**src/rtl/prog_rate_counter_pkg.sv**
```systemverilog
// Shared definitions for the programmable-rate counter: speed encodings,
// the tick period for each speed and the divider width needed to hold it.
package prog_rate_counter_pkg;

    // Speed select encodings (SPEED_W = 2)
    localparam int unsigned SPD_FAST = 0;  // one step per clock
    localparam int unsigned SPD_1X   = 1;  // CLOCK_FREQUENCY cycles
    localparam int unsigned SPD_2X   = 2;  // 2 * CLOCK_FREQUENCY cycles
    localparam int unsigned SPD_4X   = 3;  // 4 * CLOCK_FREQUENCY cycles

    // Tick period in clock cycles for speed s: 1 for s=0, else f << (s-1).
    function automatic int unsigned rate_period(input int unsigned s,
                                                input int unsigned clock_frequency);
        if (s == 0) begin
            return 1;
        end
        return clock_frequency << (s - 1);
    endfunction

    // Divider width wide enough for the longest period minus one, with headroom.
    function automatic int unsigned div_width(input int unsigned clock_frequency,
                                              input int unsigned speed_w);
        return $clog2(clock_frequency << ((2 ** speed_w) - 2)) + 1;
    endfunction

endpackage

```
**src/rtl/rate_tick_gen.sv**
```systemverilog
// Programmable-period step generator. A down-counting divider fires a
// one-cycle step when it reaches zero and reloads with P(speed)-1.
// Optional feature macro: PROG_RATE_COUNTER_SPEED_RESTART_EN -- when defined,
// a change on speed restarts the current period immediately at the new rate.
module rate_tick_gen
    import prog_rate_counter_pkg::*;
#(
    parameter int unsigned CLOCK_FREQUENCY = 100,
    parameter int unsigned SPEED_W         = 2,
    parameter int unsigned DIV_W           = 8
) (
    input  logic               clk,
    input  logic               rst,
    input  logic [SPEED_W-1:0] speed,
    input  logic               pause,
    input  logic               load,
    output logic               step
);

    logic [DIV_W-1:0] div;
    logic [DIV_W-1:0] reload;
    logic             restart;

    // Reload value follows the live speed input; it is only used at a reload.
    assign reload = DIV_W'(rate_period(32'(speed), CLOCK_FREQUENCY) - 32'd1);

`ifdef PROG_RATE_COUNTER_SPEED_RESTART_EN
    logic [SPEED_W-1:0] speed_q;

    assign restart = (speed != speed_q);

    // Track the last seen speed so a change can be detected on the next edge.
    always_ff @(posedge clk or posedge rst) begin
        if (rst) begin
            speed_q <= '0;
        end else begin
            speed_q <= speed;
        end
    end
`else
    // Without restart, a new speed only takes effect at the next reload.
    assign restart = 1'b0;
`endif

    // A step needs an expired divider and no pause, load or restart this edge.
    assign step = (div == '0) && !pause && !load && !restart;

    // Divider: load and restart reload, pause holds, otherwise count down and
    // reload on expiry.
    always_ff @(posedge clk or posedge rst) begin
        if (rst) begin
            div <= '0;
        end else if (load || restart) begin
            div <= reload;
        end else if (!pause) begin
            if (div == '0) begin
                div <= reload;
            end else begin
                div <= div - DIV_W'(1);
            end
        end
    end

endmodule

```
**src/rtl/prog_rate_counter.sv**
```systemverilog
// Programmable-rate WIDTH-bit modulo counter with up/down count, pause,
// synchronous load (clamped to MAX_COUNT) and registered Tick/Wrap pulses.
// Optional feature macro: PROG_RATE_COUNTER_SPEED_RESTART_EN (see rate_tick_gen).
module prog_rate_counter
    import prog_rate_counter_pkg::*;
#(
    parameter int unsigned CLOCK_FREQUENCY = 100,
    parameter int unsigned WIDTH           = 4,
    parameter int unsigned MAX_COUNT       = (2 ** WIDTH) - 1,
    parameter int unsigned SPEED_W         = 2
) (
    input  logic               ClockIn,
    input  logic               Reset,
    input  logic [SPEED_W-1:0] Speed,
    input  logic               Pause,
    input  logic               Up,
    input  logic               Load,
    input  logic [WIDTH-1:0]   LoadValue,
    output logic [WIDTH-1:0]   CounterValue,
    output logic               Tick,
    output logic               Wrap
);

    localparam int unsigned      DIV_W = div_width(CLOCK_FREQUENCY, SPEED_W);
    localparam logic [WIDTH-1:0] MAX_V = WIDTH'(MAX_COUNT);

    logic step;

    rate_tick_gen #(
        .CLOCK_FREQUENCY (CLOCK_FREQUENCY),
        .SPEED_W         (SPEED_W),
        .DIV_W           (DIV_W)
    ) u_tick_gen (
        .clk   (ClockIn),
        .rst   (Reset),
        .speed (Speed),
        .pause (Pause),
        .load  (Load),
        .step  (step)
    );

    // Counter with load priority; Tick/Wrap mark the cycle showing a stepped value.
    always_ff @(posedge ClockIn or posedge Reset) begin
        if (Reset) begin
            CounterValue <= '0;
            Tick         <= 1'b0;
            Wrap         <= 1'b0;
        end else if (Load) begin
            CounterValue <= (LoadValue > MAX_V) ? MAX_V : LoadValue;
            Tick         <= 1'b0;
            Wrap         <= 1'b0;
        end else if (step) begin
            Tick <= 1'b1;
            if (Up) begin
                if (CounterValue >= MAX_V) begin
                    CounterValue <= '0;
                    Wrap         <= 1'b1;
                end else begin
                    CounterValue <= CounterValue + WIDTH'(1);
                    Wrap         <= 1'b0;
                end
            end else begin
                if (CounterValue == '0) begin
                    CounterValue <= MAX_V;
                    Wrap         <= 1'b1;
                end else begin
                    CounterValue <= CounterValue - WIDTH'(1);
                    Wrap         <= 1'b0;
                end
            end
        end else begin
            Tick <= 1'b0;
            Wrap <= 1'b0;
        end
    end

endmodule
```
**config.mk**
```make
export PLATFORM = sky130hd
export DESIGN_NAME = prog_rate_counter
export DESIGN_NICKNAME = d
export VERILOG_FILES = /design/src/rtl/prog_rate_counter_pkg.sv /design/src/rtl/rate_tick_gen.sv /design/src/rtl/prog_rate_counter.sv
export SDC_FILE = /design/constraint.sdc
export NUM_CORES = 1
export LEC_CHECK = 0
export ABC_AREA = 0
export CORE_MARGIN = 2
export CORE_UTILIZATION = 25
export CTS_CLUSTER_SIZE = 25
export DETAILED_ROUTE_END_ITERATION = 8
export GPL_TIMING_DRIVEN = 0
export PLACE_DENSITY_LB_ADDON = 0.15
export SETUP_SLACK_MARGIN = 0.5
export SLEW_MARGIN = 40
export SYNTH_ARGS = -nofsm -noshare
export SYNTH_HDL_FRONTEND = slang
export SYNTH_HIERARCHICAL = 1
export SYNTH_SLANG_ARGS = --single-unit
```
**constraint.sdc**
```tcl
create_clock -name ClockIn -period 2.8 [get_ports ClockIn]
set_clock_uncertainty 0.2 [all_clocks]
set_input_delay 0.28 -clock ClockIn [delete_from_list [all_inputs] [get_ports ClockIn]]
set_output_delay 0.28 -clock ClockIn [all_outputs]
set_load 0.005 [all_outputs]
```
==> results.tsv, run 1 <==
metric	value	unit
Fin. Hold Viols	0	
gpl congestion	0.8719	
Root Driver	clkbuf_8	
Yosys cell types	50	
count leader, synth	dfrtp_1	
number of global-route vias before repair	1057	
Seq/Total Area, Yosys	33.33	%
GRT overflow	0	
Area Overhead vs Synth	29.27	%
ys async rst share	100.0	%
io pins	17	
Port Buffer Count	14	
Detail Route Antenna Nets	0	
pwr dens	438.7	mW/mm^2
wire per inst	14.49	um
Worst Path Class, Setup	reg -> reg	
Net Count, Synth	151	
Yosys reg bits	16	
CTS tree	built	
hold buffers post-CTS	0	
Initial Util	25.60	%
clk slew on worst S/H paths	70	ps
Iter 0 DRT Violations	90	
Post-Route Utilization	33.09	%
initial antenna violation count	0	
dominant synthesized flop cell	dfrtp_1	
max_cap viols	0	
dpl hpwl	2.275	mm
die height	73.32	um
cells after synthesis	132	
Die Wd	73.32	um
standard-cell rows	25	
core region area	0.004692	sq mm
share of the synthesized area in the top cell type	33.33	%
# nets final	177	
Sink Count	16	
Min Hold Slack	69.74	ps
crit path max fanout	6	
vias per cell	5.180	
Critical Path RT	2740	ps
DP Area	0.001414	sq mm
setup slack, reg-to-reg	580	ps
RSZ-0062 raised after global routing	yes	
Int Pwr	470.9	uW
Die ar.	0.005375	sq mm
measured slew at the worst slew-check pin	579.1	ps
final cell count without fillers	211	
fin crit period	2218	ps
largest net degree at the start of global routing	11	
launch point of the worst path	u_tick_gen/div[0]	
total CTS buffers	3	
setup TNS	0	ps
Max VDD drop	0.0001701	V
status	finished, final reports clean	
FILL cells	506	
Pins Over Slew Limit	0	
cells on worst reg2reg path	9	
critical path arrival	2160	ps
Clock Power Share	31.0	%
most frequent cells after synthesis	16 x dfrtp_1, 12 x inv_1, 11 x a21oi_1	
# DRC	0	
Synth Area per Inst	9.100	sq um
first-pass GRT wire length	5.181	mm
r2r startpoint	u_tick_gen/div[0]	
ANT cells	0	
mapped cell area	0.001201	sq mm
Slew headroom	60.85	%
Vias	1093	
Tcrit/Tclk final	79.22	%
overall routing resource usage	12.62	%
Critical Path Sink	CounterValue[2]	
fin area	0.001553	sq mm
reg2reg end	CounterValue[2]	
placed cell count	200	
Startpoint Class	flip-flop	
Synth Warn #	6	
H-tree depth	1	
Worst Hold Class	in -> async	
P_sw	210.3	uW
DR pass1 iterations	4	
Pleak	0.6408	nW
fmax	450.8	MHz
Final Setup Violations	0	
total wire length	3.057	mm
Post-synth EDFFs	0	
Comb power frac	27.7	%
crit end category	flip-flop	
layout cells sized above 1	22.29	%
synth top area cells	dfrtp_1 33%, ha_1 8.3%, a21oi_1 4.6%	
post-synth top area cell	dfrtp_1	
Flop pwr share	41.3	%
sw frac	30.87	%
clk_lat worst skew	250	ps
CTS Buffer Depth	2	
## per-layer routing
layer / global-route usage (%) / wire length (um)
met1: 18.45 / 1565
met2: 17.82 / 1302
met3: 3.018 / 166
met4: 4.848 / 22
met5: 0 / 0
## placed cells by master, fill, tap and decap left out, types with 3 or more instances in the layout
cell and instances:
a21oi_1 11, a31oi_1 4, buf_4 7, buf_6 3, clkbuf_8 4, clkdlybuf4s50_1 14
dfrtp_1 16, ha_1 7, inv_1 9, inv_2 3, nand2_1 6, nor2_1 9
nor2b_1 3, nor3_1 6
## power by group through the flow
stage | registers [mW] | logic, mW | clock network [mW]
after floorplan | 0.281 | 0.119 | 0
after global placement | 0.287 | 0.166 | 0
after detailed placement | 0.288 | 0.169 | 0
after CTS | 0.281 | 0.184 | 0.220
after global routing | 0.285 | 0.211 | 0.227
final | 0.282 | 0.189 | 0.211
## worst max-delay path: stages, from the launching register on
cell	delay, ps
dfrtp_1	400
inv_2	80
ha_4	140
or4b_4	450
buf_6	150
nor3_4	180
inv_2	90
nor2_2	90
xor2_1	60
mux2_2	250
## through the flow
| step | setup WS [ps] | power [mW] |
|---|---|---|
| finish | 581.7 | 0.6811 |
| global route | 491.0 | 0.7237 |
| CTS | 527.2 | 0.6842 |
| detailed placement | 273.0 | 0.4571 |
| global placement | 258.2 | 0.4530 |
| floorplan | 514.1 | 0.4000 |
## cell families after synthesis
group / count (synthesis) / synth area share (%)
adder cells (fa/ha/maj): 8 / 8.334
AND/OR/NAND/NOR: 41 / 19.79
flip-flops: 16 / 33.33
buffers and inverters: 19 / 7.499
XOR/XNOR: 3 / 2.188
multiplexers: 2 / 1.771
AO/OA/AOI/OAI: 43 / 27.08
## final cells by class
type | instances | area, sq um | share of cell area, %
buffer | 7 | 51.30 | 3.304
clock buffer | 4 | 55.05 | 3.546
inverter | 12 | 45.04 | 2.901
multi-input combinational | 97 | 740.7 | 47.70
sequential | 16 | 400.4 | 25.79
tap | 54 | 67.56 | 4.351
timing repair buffer | 21 | 192.7 | 12.41
## what timing repair did
action / CTS / global route
pin swaps: 0 / 3
setup buffers: 3 / 4
endpoints found under the setup margin: 4 / 4
gates resized for setup: 6 / 5
## worst min path at each step
| stage | startpoint | endpoint | slack (ps) | cells after the start |
|---|---|---|---|---|
| after floorplan | Reset | CounterValue[0] | -130 | 1 |
| after global placement | Reset | Tick | 340 | 2 |
| after detailed placement | Reset | Tick | 350 | 2 |
| after CTS | Reset | CounterValue[2] | 80 | 2 |
| after global routing | Reset | Tick | 100 | 2 |
| final | Reset | Tick | 70 | 2 |
## state kept, by name, indices dropped and copies added, names as in the netlist
signal          count
u_tick_gen/div     10
Wrap                1
Tick                1
CounterValue        4
Note: power is estimated with default switching activity, not from simulation.
==> inputs of run 2 (changes only) <==
clock period = 1.95 ns   (was 2.8 ns; I/O delays follow)
==> results.tsv, run 2 (synthesis results as in run 1) <==
metric	value	unit
top flop regs	u_tick_gen/div: 10 flops, CounterValue: 4 flops	
Clock Power Share	25.1	%
total wire length	3.293	mm
cells on worst reg2reg path	9	
Root Driver	clkbuf_8	
vias per cell	5.137	
fin crit period	2166	ps
number of flip-flops in the largest register	10	
fmax	461.7	MHz
Fin. Hold Viols	0	
gpl congestion	0.7921	
Startpoint Class	flip-flop	
Critical Path, Cell by Cell	inv_2, ha_4, or4b_4, buf_6, nor3_4, inv_2, nor2_2, xor2_1, mux2_2	
Most flops, register	u_tick_gen/div	
sw frac	31.97	%
Sink Count	16	
# nets final	193	
DP Area	0.001463	sq mm
ANT cells	0	
Flop pwr share	40.8	%
pwr dens	556.3	mW/mm^2
Iter 0 DRT Violations	49	
Initial Util	25.60	%
wire per inst	14.57	um
dpl hpwl	2.357	mm
Pins Over Slew Limit	0	
Hold Crit Start	Pause	
largest net degree at the start of global routing	11	
measured slew at the worst slew-check pin	579.7	ps
Max VDD drop	0.0004702	V
critical path arrival	2100	ps
Final Total Pwr	990.5	uW
clk_lat worst skew	250	ps
most common cell after layout, fill and taps aside	buf_4	
clk slew on worst S/H paths	60	ps
DR pass1 iterations	4	
number of global-route vias before repair	1186	
# DRC	0	
launch point of the worst path	u_tick_gen/div[0]	
Critical Path RT	1880	ps
crit end category	flip-flop	
Final Setup Violations	11	
most used cell, CP	inv_2	
Area Overhead vs Synth	48.23	%
Detail Route Antenna Nets	0	
CP max stage cell	or4b_4	
CP delay by family, top	simple AND/OR/NAND/NOR gates	
core region area	0.004692	sq mm
Worst Hold Class	in -> reg	
reg2reg end	CounterValue[2]	
r2r startpoint	u_tick_gen/div[0]	
most frequent cells in the layout	17 x buf_4, 11 x dfrtp_1, 8 x buf_6, 8 x inv_1, 8 x clkdlybuf4s50_1	
worst path buffer plus inverter count	3	
die height	73.32	um
Post-Route Utilization	37.95	%
Comb power frac	34.1	%
Tcrit/Tclk final	111.1	%
initial antenna violation count	0	
H-tree depth	1	
max_cap viols	0	
fin area	0.001780	sq mm
status	complete, but fails checks	
CTS tree	built	
Die ar.	0.005375	sq mm
setup slack, reg-to-reg	-220	ps
Min Hold Slack	167.5	ps
Pleak	0.7502	nW
Port Buffer Count	14	
layout cells sized above 1	40.12	%
RSZ-0062 raised after global routing	yes	
overall routing resource usage	13.33	%
crit path max fanout	4	
standard-cell rows	25	
PnR worst setup slack	-215.7	ps
GRT overflow	0	
Int Pwr	673.8	uW
Slew headroom	61.35	%
CP max stage delay	450	ps
Vias	1161	
failing checks	negative setup slack	
Hold Path Sink	u_tick_gen/div[0]	
io pins	17	
P_sw	316.7	uW
Die Wd	73.32	um
WHS Path Cells	4	
Worst Path Class, Setup	reg -> reg	
total CTS buffers	3	
CTS Buffer Depth	2	
first-pass GRT wire length	5.526	mm
==> run 2: routing by layer <==
layer | part of all wire (%) | global-route usage [%]
met1 | 42 | 15.50
met2 | 54 | 25.13
met3 | 3.3 | 3.292
met4 | 0.46 | 1.818
met5 | 0 | 0
==> run 2: per-stage QoR <==
step                      TNS [ps]  cells  worst slack [ps]
after global routing         -2439    226            -287.6
after CTS                    -1205    220            -226.2
after global placement       -2065    200            -373.7
after detailed placement     -2189    200            -404.4
after floorplan             -593.3    132            -234.7
final                        -1509    226            -215.7
==> run 2: tightest hold or removal path, cell delays in order <==
cell      delay, ps
buf_6           130
nand3_1          90
o311ai_1         80
a31o_2          100
==> run 2: final cells by class <==
type / count / area [sq um]
sequential: 16 / 406.6
buffer: 7 / 51.30
fill: 493 / 2912
tap: 54 / 67.56
timing repair buffer: 37 / 332.8
inverter: 12 / 48.80
clock buffer: 3 / 41.29
multi-input combinational: 97 / 832.0
==> run 2: timing repair <==
item / CTS / global route
hold buffers: 1 / 0
hold endpoints to repair: 6 / 0
endpoints found under the setup margin: 22 / 29
pin swaps: 9 / 6
setup buffers: 16 / 6
resized for setup: 16 / 20
==> run 2: how the worst max path moves through the flow <==
stage                       to  cells past startpoint
5_1_grt        CounterValue[2]                      9
3_5_place_dp   CounterValue[2]                      9
2_1_floorplan  CounterValue[2]                      9
4_1_cts        CounterValue[2]                      9
3_3_place_gp   CounterValue[2]                      9
6_report       CounterValue[2]                      9
==> run 2: power groups by stage <==
| stage | clock network, mW | logic, mW | registers [mW] |
|---|---|---|---|
| 2_1_floorplan | 0 | 0.184 | 0.406 |
| 3_3_place_gp | 0 | 0.253 | 0.415 |
| 3_5_place_dp | 0 | 0.258 | 0.416 |
| 4_1_cts | 0.264 | 0.307 | 0.406 |
| 5_1_grt | 0.281 | 0.373 | 0.408 |
| 6_report | 0.248 | 0.338 | 0.404 |
